**src/rtl/branch_resolve_unit.sv**
```systemverilog
//------------------------------------------------------------------------------
// branch_resolve_unit: latches ALU flags, resolves branches, redirects fetch
// and holds flush for a fixed number of cycles afterwards.  Rev 1.0
//------------------------------------------------------------------------------
`default_nettype none

module branch_resolve_unit #(
  parameter int ADDR_W       = 32,
  parameter int FLUSH_CYCLES = 2,
  parameter int CNT_W        = 16
) (
  input  logic              clk,
  input  logic              rst,
  input  logic              flag_we,
  input  logic              zero,
  input  logic              negative,
  input  logic              carry,
  input  logic              overflow,
  input  logic              br_valid,
  output logic              br_ready,
  input  logic [2:0]        br_cond,
  input  logic [ADDR_W-1:0] br_pc,
  input  logic [ADDR_W-1:0] br_offset,
  output logic              redir_valid,
  input  logic              redir_ready,
  output logic [ADDR_W-1:0] redir_target,
  output logic              flush,
  output logic              busy,
  output logic [CNT_W-1:0]  taken_cnt,
  output logic [CNT_W-1:0]  nt_cnt
);

  typedef enum logic [1:0] {
    ST_IDLE     = 2'd0,
    ST_REDIRECT = 2'd1,
    ST_FLUSH    = 2'd2
  } state_t;

  localparam int FC_W = (FLUSH_CYCLES > 1) ? $clog2(FLUSH_CYCLES) : 1;
  localparam logic [FC_W-1:0] FC_LOAD = (FLUSH_CYCLES > 0) ? FC_W'(FLUSH_CYCLES - 1) : '0;
  localparam logic [CNT_W-1:0] CNT_MAX = {CNT_W{1'b1}};

  state_t              state_q, state_d;
  logic [3:0]          flags_q, flags_d;      // {Z,N,C,V}
  logic [ADDR_W-1:0]   target_q, target_d;
  logic [FC_W-1:0]     fcnt_q, fcnt_d;
  logic [CNT_W-1:0]    taken_q, taken_d;
  logic [CNT_W-1:0]    nt_q, nt_d;
  logic [3:0]          eff_flags;
  logic                cond_true;

  always_comb begin
    // Flags written this cycle are forwarded into the evaluation.
    eff_flags = flag_we ? {zero, negative, carry, overflow} : flags_q;
    case (br_cond)
      3'b000:  cond_true = eff_flags[3];
      3'b001:  cond_true = ~eff_flags[3];
      3'b010:  cond_true = eff_flags[2] ^ eff_flags[0];
      3'b011:  cond_true = ~(eff_flags[2] ^ eff_flags[0]);
      3'b100:  cond_true = ~eff_flags[1];
      3'b101:  cond_true = eff_flags[1];
      3'b110:  cond_true = 1'b1;
      default: cond_true = 1'b0;
    endcase
  end

  always_comb begin
    state_d  = state_q;
    flags_d  = flag_we ? {zero, negative, carry, overflow} : flags_q;
    target_d = target_q;
    fcnt_d   = fcnt_q;
    taken_d  = taken_q;
    nt_d     = nt_q;
    case (state_q)
      ST_IDLE: begin
        if (br_valid) begin
          if (cond_true) begin
            taken_d  = (taken_q == CNT_MAX) ? taken_q : taken_q + 1'b1;
            target_d = br_pc + br_offset;
            state_d  = ST_REDIRECT;
          end else begin
            nt_d = (nt_q == CNT_MAX) ? nt_q : nt_q + 1'b1;
          end
        end
      end
      ST_REDIRECT: begin
        if (redir_ready) begin
          if (FLUSH_CYCLES == 0) begin
            state_d = ST_IDLE;
          end else begin
            state_d = ST_FLUSH;
            fcnt_d  = FC_LOAD;
          end
        end
      end
      ST_FLUSH: begin
        if (fcnt_q == '0) state_d = ST_IDLE;
        else              fcnt_d  = fcnt_q - 1'b1;
      end
      default: state_d = ST_IDLE;
    endcase
  end

  always_ff @(posedge clk or posedge rst) begin
    if (rst) begin
      state_q  <= ST_IDLE;
      flags_q  <= '0;
      target_q <= '0;
      fcnt_q   <= '0;
      taken_q  <= '0;
      nt_q     <= '0;
    end else begin
      state_q  <= state_d;
      flags_q  <= flags_d;
      target_q <= target_d;
      fcnt_q   <= fcnt_d;
      taken_q  <= taken_d;
      nt_q     <= nt_d;
    end
  end

  // Handshake/status outputs decode the state directly so reset clears them at once.
  assign br_ready     = (state_q == ST_IDLE);
  assign redir_valid  = (state_q == ST_REDIRECT);
  assign flush        = (state_q == ST_FLUSH);
  assign busy         = (state_q != ST_IDLE);
  assign redir_target = target_q;
  assign taken_cnt    = taken_q;
  assign nt_cnt       = nt_q;

endmodule

`default_nettype wire

```
**config.mk**
```make
export PLATFORM = sky130hd
export DESIGN_NAME = branch_resolve_unit
export DESIGN_NICKNAME = d
export VERILOG_FILES = /design/src/rtl/branch_resolve_unit.sv
export SDC_FILE = /design/constraint.sdc
export NUM_CORES = 1
export LEC_CHECK = 0
export CORE_ASPECT_RATIO = 0.9
export CORE_UTILIZATION = 49
export DETAILED_ROUTE_END_ITERATION = 6
export PLACE_DENSITY = 0.83
export SLEW_MARGIN = 5
export SYNTH_ARGS = -nofsm -noshare
export SYNTH_HDL_FRONTEND = slang
export SYNTH_SLANG_ARGS = --single-unit
```
**constraint.sdc**
```tcl
create_clock -name clk -period 5.11 [get_ports clk]
set_input_delay 1.022 -clock clk [delete_from_list [all_inputs] [get_ports clk]]
set_output_delay 1.022 -clock clk [all_outputs]
set_load 0.01 [all_outputs]
```
# ---- Word-level counts from Yosys, hierarchy flattened
# Index checks and enable logic that the tools add are counted.
dict set report classes {
  n_reduce_logical 9
  eq_ne 14
  n_addsub 4
  bitwise 7
  mux 10
}
# cell count
set op_table {}
lappend op_table {{$add A16 B1 Y16 const B} 2}
lappend op_table {{$add A32 B32 Y32} 1}
lappend op_table {{$eq A16 B16 Y1 const B} 2}
lappend op_table {{$reduce_and A4 Y1} 3}
lappend op_table {{$eq A3 B3 Y1 const B} 3}
lappend op_table {{$mux W2} 4}
lappend op_table {{$pmux W1 S7} 1}
lappend op_table {{$eq A3 B2 Y1 const B} 2}
lappend op_table {{$not A1 Y1} 6}
lappend op_table {{$pmux W2 S3} 1}
lappend op_table {{$mux W4} 1}
lappend op_table {{$ne A2 B1 Y1 const B} 2}
lappend op_table {{$ne A2 B2 Y1 const B} 2}
lappend op_table {{$reduce_bool A2 Y1} 2}
lappend op_table {{$eq A3 B1 Y1 const B} 1}
lappend op_table {{$logic_not A3 Y1} 1}
lappend op_table {{$reduce_and A3 Y1} 1}
lappend op_table {{$eq A2 B1 Y1 const B} 1}
lappend op_table {{$eq A2 B2 Y1 const B} 1}
lappend op_table {{$logic_not A2 Y1} 1}
lappend op_table {{$mux W1} 2}
lappend op_table {{$pmux W1 S2} 1}
lappend op_table {{$reduce_and A2 Y1} 1}
lappend op_table {{$sub A1 B1 Y1 const B} 1}
lappend op_table {{$xor A1 B1 Y1} 1}
dict set report totals {
  register_bits 71
  input_bits 76
}

# ---- Depth between registers and ports, before layout
dict set report logic_depth {
  depth_word 7
  mapped_depth 9
  depth_no_buf 9
}

# ---- Worst setup path before layout
# No wires, ideal clock.
dict set report synth_path {
  path_type {input-to-reg}
  startpoint {in flag_we}
  endpoint {reg taken_q[12] (netlist: taken_cnt[12])}
  t_required_ns 4.985
  setup_slack_ns 2.240
  path_stages 8
  t_arrival_ns 2.746
  cell_sequence {mux2_2 -> or3_4 -> o311ai_4 -> mux2i_1 -> buf_2 -> nor2_1 -> nand2_1 -> mux2_2}
}
dict set report synth_via {
  elab_chain_cells 5
  elab_cells_between_ends 7
  cone_classes {mux: 2; bitwise: 4; reduce/logical: 1}
}
# item line_no
set synth_rtl {}
lappend synth_rtl {{start: declaration} 14} ;# input logic flag_we,
lappend synth_rtl {{$mux W4 *} n/a}
lappend synth_rtl {{$xor A1 B1 Y1} {58, 59}}
lappend synth_rtl {{$not A1 Y1} 59} ;# 3'b011: cond_true = ~(eff_flags[2] ^ eff_flags[0]);
lappend synth_rtl {{$pmux W1 S7 *} 55} ;# case (br_cond)
lappend synth_rtl {{$reduce_and A4 Y1 (no line) *} n/a}
lappend synth_rtl {{end signal: assignment} 117} ;# taken_q <= taken_d;
lappend synth_rtl {{end: declaration} 47} ;# logic [CNT_W-1:0] taken_q, taken_d;
# Every way passes the cells marked *; elsewhere a longest branch is shown, timed or not.
# A chain may end at the register's enable or synchronous reset.

# ---- Final worst setup path
dict set report layout_path {
  startpoint {in flag_we}
  endpoint {reg taken_q[7] (netlist: taken_cnt[7])}
}
dict set report layout_via {
  elab_cells_between_ends 7
  cone_classes {mux: 2; bitwise: 4; reduce/logical: 1}
}
# item line_no
set layout_lines {}
lappend layout_lines {{$mux W4 *} n/a}
lappend layout_lines {{net eff_flags[3]} 49} ;# logic [3:0] eff_flags;
lappend layout_lines {{$not A1 Y1} 57} ;# 3'b001: cond_true = ~eff_flags[3];
lappend layout_lines {{$pmux W1 S7 *} 55}
lappend layout_lines {{$reduce_and A4 Y1 (no line) *} n/a}
# Mark *: on every way through the listed nets, which the timed path passes. The rest lies on a longest branch.

==> impl_metrics.py <==
metrics = {
    "pwr": {
        "combinationalPowerShare_pct": 42.5,
        "total_power_mw": 2.397,
        "irDropWorstVdd_mv": 0.2369,
        "p_seq_share_pct": 36.7,
        "sw_frac_of_total_pct": 34.50,
        "power.density_nw_per_um2": 368.6,
        "switching_power_uw": 827.0,
        "clkPwrFrac_pct": 20.8,
        "p_int_mw": 1.570,
        "power.leakage_nw": 2.762,
    },
    "routing": {
        "drtIter0Drc": 343,
        "num_vias": 4434,
        "via_per_inst": 5.591,
        "drtPass1Iterations": 5,
        "drc": 0,
        "routedWlPerCell_um": 15.13,
        "drt-total-wl_mm": 12.00,
        "antenna_left": 0,
    },
    "synthesis": {
        "syn_area_um2": 4737,
        "netlist-cell-type-count": 49,
        "postSynthNetCount": 639,
        "ys_ff_latch": 71,
        "syn_inst": 529,
        "synth_area_leaders": "dfrtp_1, ha_1, xnor2_1",
        "synth_edf_count": 0,
        "ys_async_sr_fraction_pct": 100.0,
        "ys.flop_type": "dfrtp_1",
        "synth_top_area_cell": "dfrtp_1",
        "ys_warn_count": 0,
        "seq_area_frac_synth_pct": 37.51,
        "netlist.area_leader.share_pct": 37.51,
        "avgSynthCellArea_um2": 8.955,
    },
    "timing": {
        "period_minus_slack_ns": 3.455,
        "skew_ns": 0.007218,
        "tightest_slew_ns": 0.6732,
        "setup-tns-final_ns": 0,
        "hold_viol_final": 0,
        "slew_violations": 0,
        "fmax_mhz": 289.4,
        "final-setup-viol-count": 0,
        "slew_headroom_pct": 55.05,
        "rsz0062_at_grt": "false",
        "period_share_pct": 67.62,
    },
    "cells_and_area": {
        "area_growth_pct": 37.30,
        "final_cell_mix": "clkdlybuf4s50_1, nand2_1, dfrtp_1",
        "layout_commonest_cell": "clkdlybuf4s50_1",
        "design_area_um2": 6504,
        "final_net_count": 776,
        "final_cells": 793,
        "drive_gt1_share_pct": 5.365,
        "antenna_cells": 0,
    },
    "worst_setup_path": {
        "reg2reg_setup_slack_ns": 2.56,
        "arrival_ns": 3.68,
        "r2r.worst_path.cells": 8,
        "crit_required_ns": 5.33,
        "path_depth": 9,
        "r2r-end": "taken_cnt[7]$_DFFE_PP0P_",
        "crit_buf_inv": 2,
        "path_cells": "clkdlybuf4s50_1, mux2_2, or3_4, o311ai_4, mux2i_4, buf_4, a31oi_1, nand3_1, xnor2_1",
        "crit_slowest_cell": "clkdlybuf4s50_1",
        "crit_type": "primary input to register",
        "cp-end-kind": "register",
        "worstPathMaxFanout": 30,
        "cp_top_family": "buffers and inverters",
        "cp_slowest_stage_delay_ns": 0.59,
        "start_kind": "primary input",
        "reg2reg_from": "state_q[0]$_DFFE_PP0P_",
    },
    "global_route": {
        "grt_max_degree": 39,
        "grt_pass1_wl_mm": 19.49,
        "grt.overflow.total": 0,
        "antenna_found_initial": 0,
        "grt_pass1_vias": 4118,
        "grtUsageTotal_pct": 24.39,
    },
    "clock_network": {
        "cts_made_buffers": 9,
        "ctsHoldBuffers": 0,
        "cts_buffer_depth": 2,
        "post_cts_resized": 0,
        "cts_tree": "done",
        "cts.sinks": 71,
        "clock_latency_ns": 0.34,
        "path_clk_slew_ns": 0.07,
        "cts_root_buffer": "clkbuf_8",
        "post-cts-setup-buffers": 0,
        "htree_levels": 3,
    },
    "die": {
        "floorplan.initialDensity_pct": 51.22,
        "core_um2": 9249,
        "fp-row-count": 33,
        "die_area_um2": 10060,
        "io-pin-count": 144,
        "die_w_um": 105.6,
        "fp.dieH_um": 95.28,
    },
    "placed_design": {
        "gp_congestion": 0.8853,
        "place_inst": 777,
        "placement.cell_area_um2": 6280,
        "port_buffers": 143,
        "dp.final_hpwl_mm": 9.388,
    },
    "hold_path": {
        "whs_path_depth": 2,
        "whs_endpoint": "redir_target[31]$_DFFE_PP0P_",
        "min_from": "redir_target[31]$_DFFE_PP0P_",
        "hold_path.class": "register to register",
    },
    "outcome": {
        "outcome": "finished clean",
    },
    "run": {
        "cap_violations": 0,
    },
}
## tightest hold or removal path, stage by stage (launching register included)
cell     delay [ns]
dfrtp_1        0.34
nand2_1        0.05
o21ai_0        0.06
## synthesized netlist by cell type, types with 2 or more instances
cell type,instances
nand2_1,79
dfrtp_1,71
o21ai_0,52
a21oi_1,42
xnor2_1,37
ha_1,33
xor2_1,26
nor2_1,23
nand4_1,20
clkbuf_1,19
nand3_1,19
a21o_1,11
and3_1,9
mux2_2,9
inv_1,7
nor3_1,7
nor2b_1,6
o21a_1,6
a211oi_1,5
o211ai_1,5
o31ai_1,4
a21boi_0,3
and2_1,3
nand2b_1,3
nor4_1,3
mux2i_1,2
nand4b_1,2
o21bai_1,2
## logic make-up after synthesis
kind of cell,share of synthesized area (%)
and+or+nand+nor,18.75
muxes,2.562
buffers and inverters,2.166
adders and majority gates,9.139
DFF,37.51
AOI/OAI and AO/OA,18.23
xor gates and xnor gates,11.65
## routing by layer
metal  global-route usage, %  routed length (µm)
met1                   32.61                5303
met5                       0                   0
met2                   39.98                5640
met4                   8.796                 282
met3                   4.375                 775
## how the worst max path moves through the flow
stage / from / end / slack, ns
4_1_cts: flag_we / taken_cnt[7]$_DFFE_PP0P_ / 1.69
3_3_place_gp: flag_we / taken_cnt[1]$_DFFE_PP0P_ / 1.38
3_5_place_dp: flag_we / taken_cnt[7]$_DFFE_PP0P_ / 1.32
6_report: flag_we / taken_cnt[7]$_DFFE_PP0P_ / 1.65
5_1_grt: flag_we / taken_cnt[7]$_DFFE_PP0P_ / 1.50
2_1_floorplan: flag_we / taken_cnt[12]$_DFFE_PP0P_ / 2.24
## power groups by stage
stage	sequential [mW]	clock, mW	combinational, mW
2_1_floorplan	0.923	0	0.425
3_3_place_gp	0.879	0	0.986
3_5_place_dp	0.885	0	1.01
4_1_cts	0.881	0.506	1.02
5_1_grt	0.904	0.527	1.11
6_report	0.881	0.499	1.02
## cell type report
type | count | area, µm²
clock buffers | 13 | 158.9
clock inverters | 3 | 65.06
fillers | 731 | 2745
inverters | 7 | 26.28
multi-input cells | 431 | 2870
flip-flops and latches | 71 | 1777
well taps | 122 | 152.6
repair buffers | 146 | 1454
## registers in the layout (all words and copies together), names as in the netlist
register,count
fcnt_q,1
flags_q,4
nt_cnt,16
redir_target,32
state_q,2
taken_cnt,16
## stage by stage
stage	hold slack [ns]	util [%]	setup slack, ns
2_1_floorplan	0.4724	-	2.240
5_1_grt	0.5117	70.32	1.496
3_5_place_dp	0.4729	67.90	1.318
4_1_cts	0.4896	70.32	1.687
3_3_place_gp	0.4625	67.90	1.376
6_report	0.4853	70.32	1.655
Power figures use the tool's default switching activity.
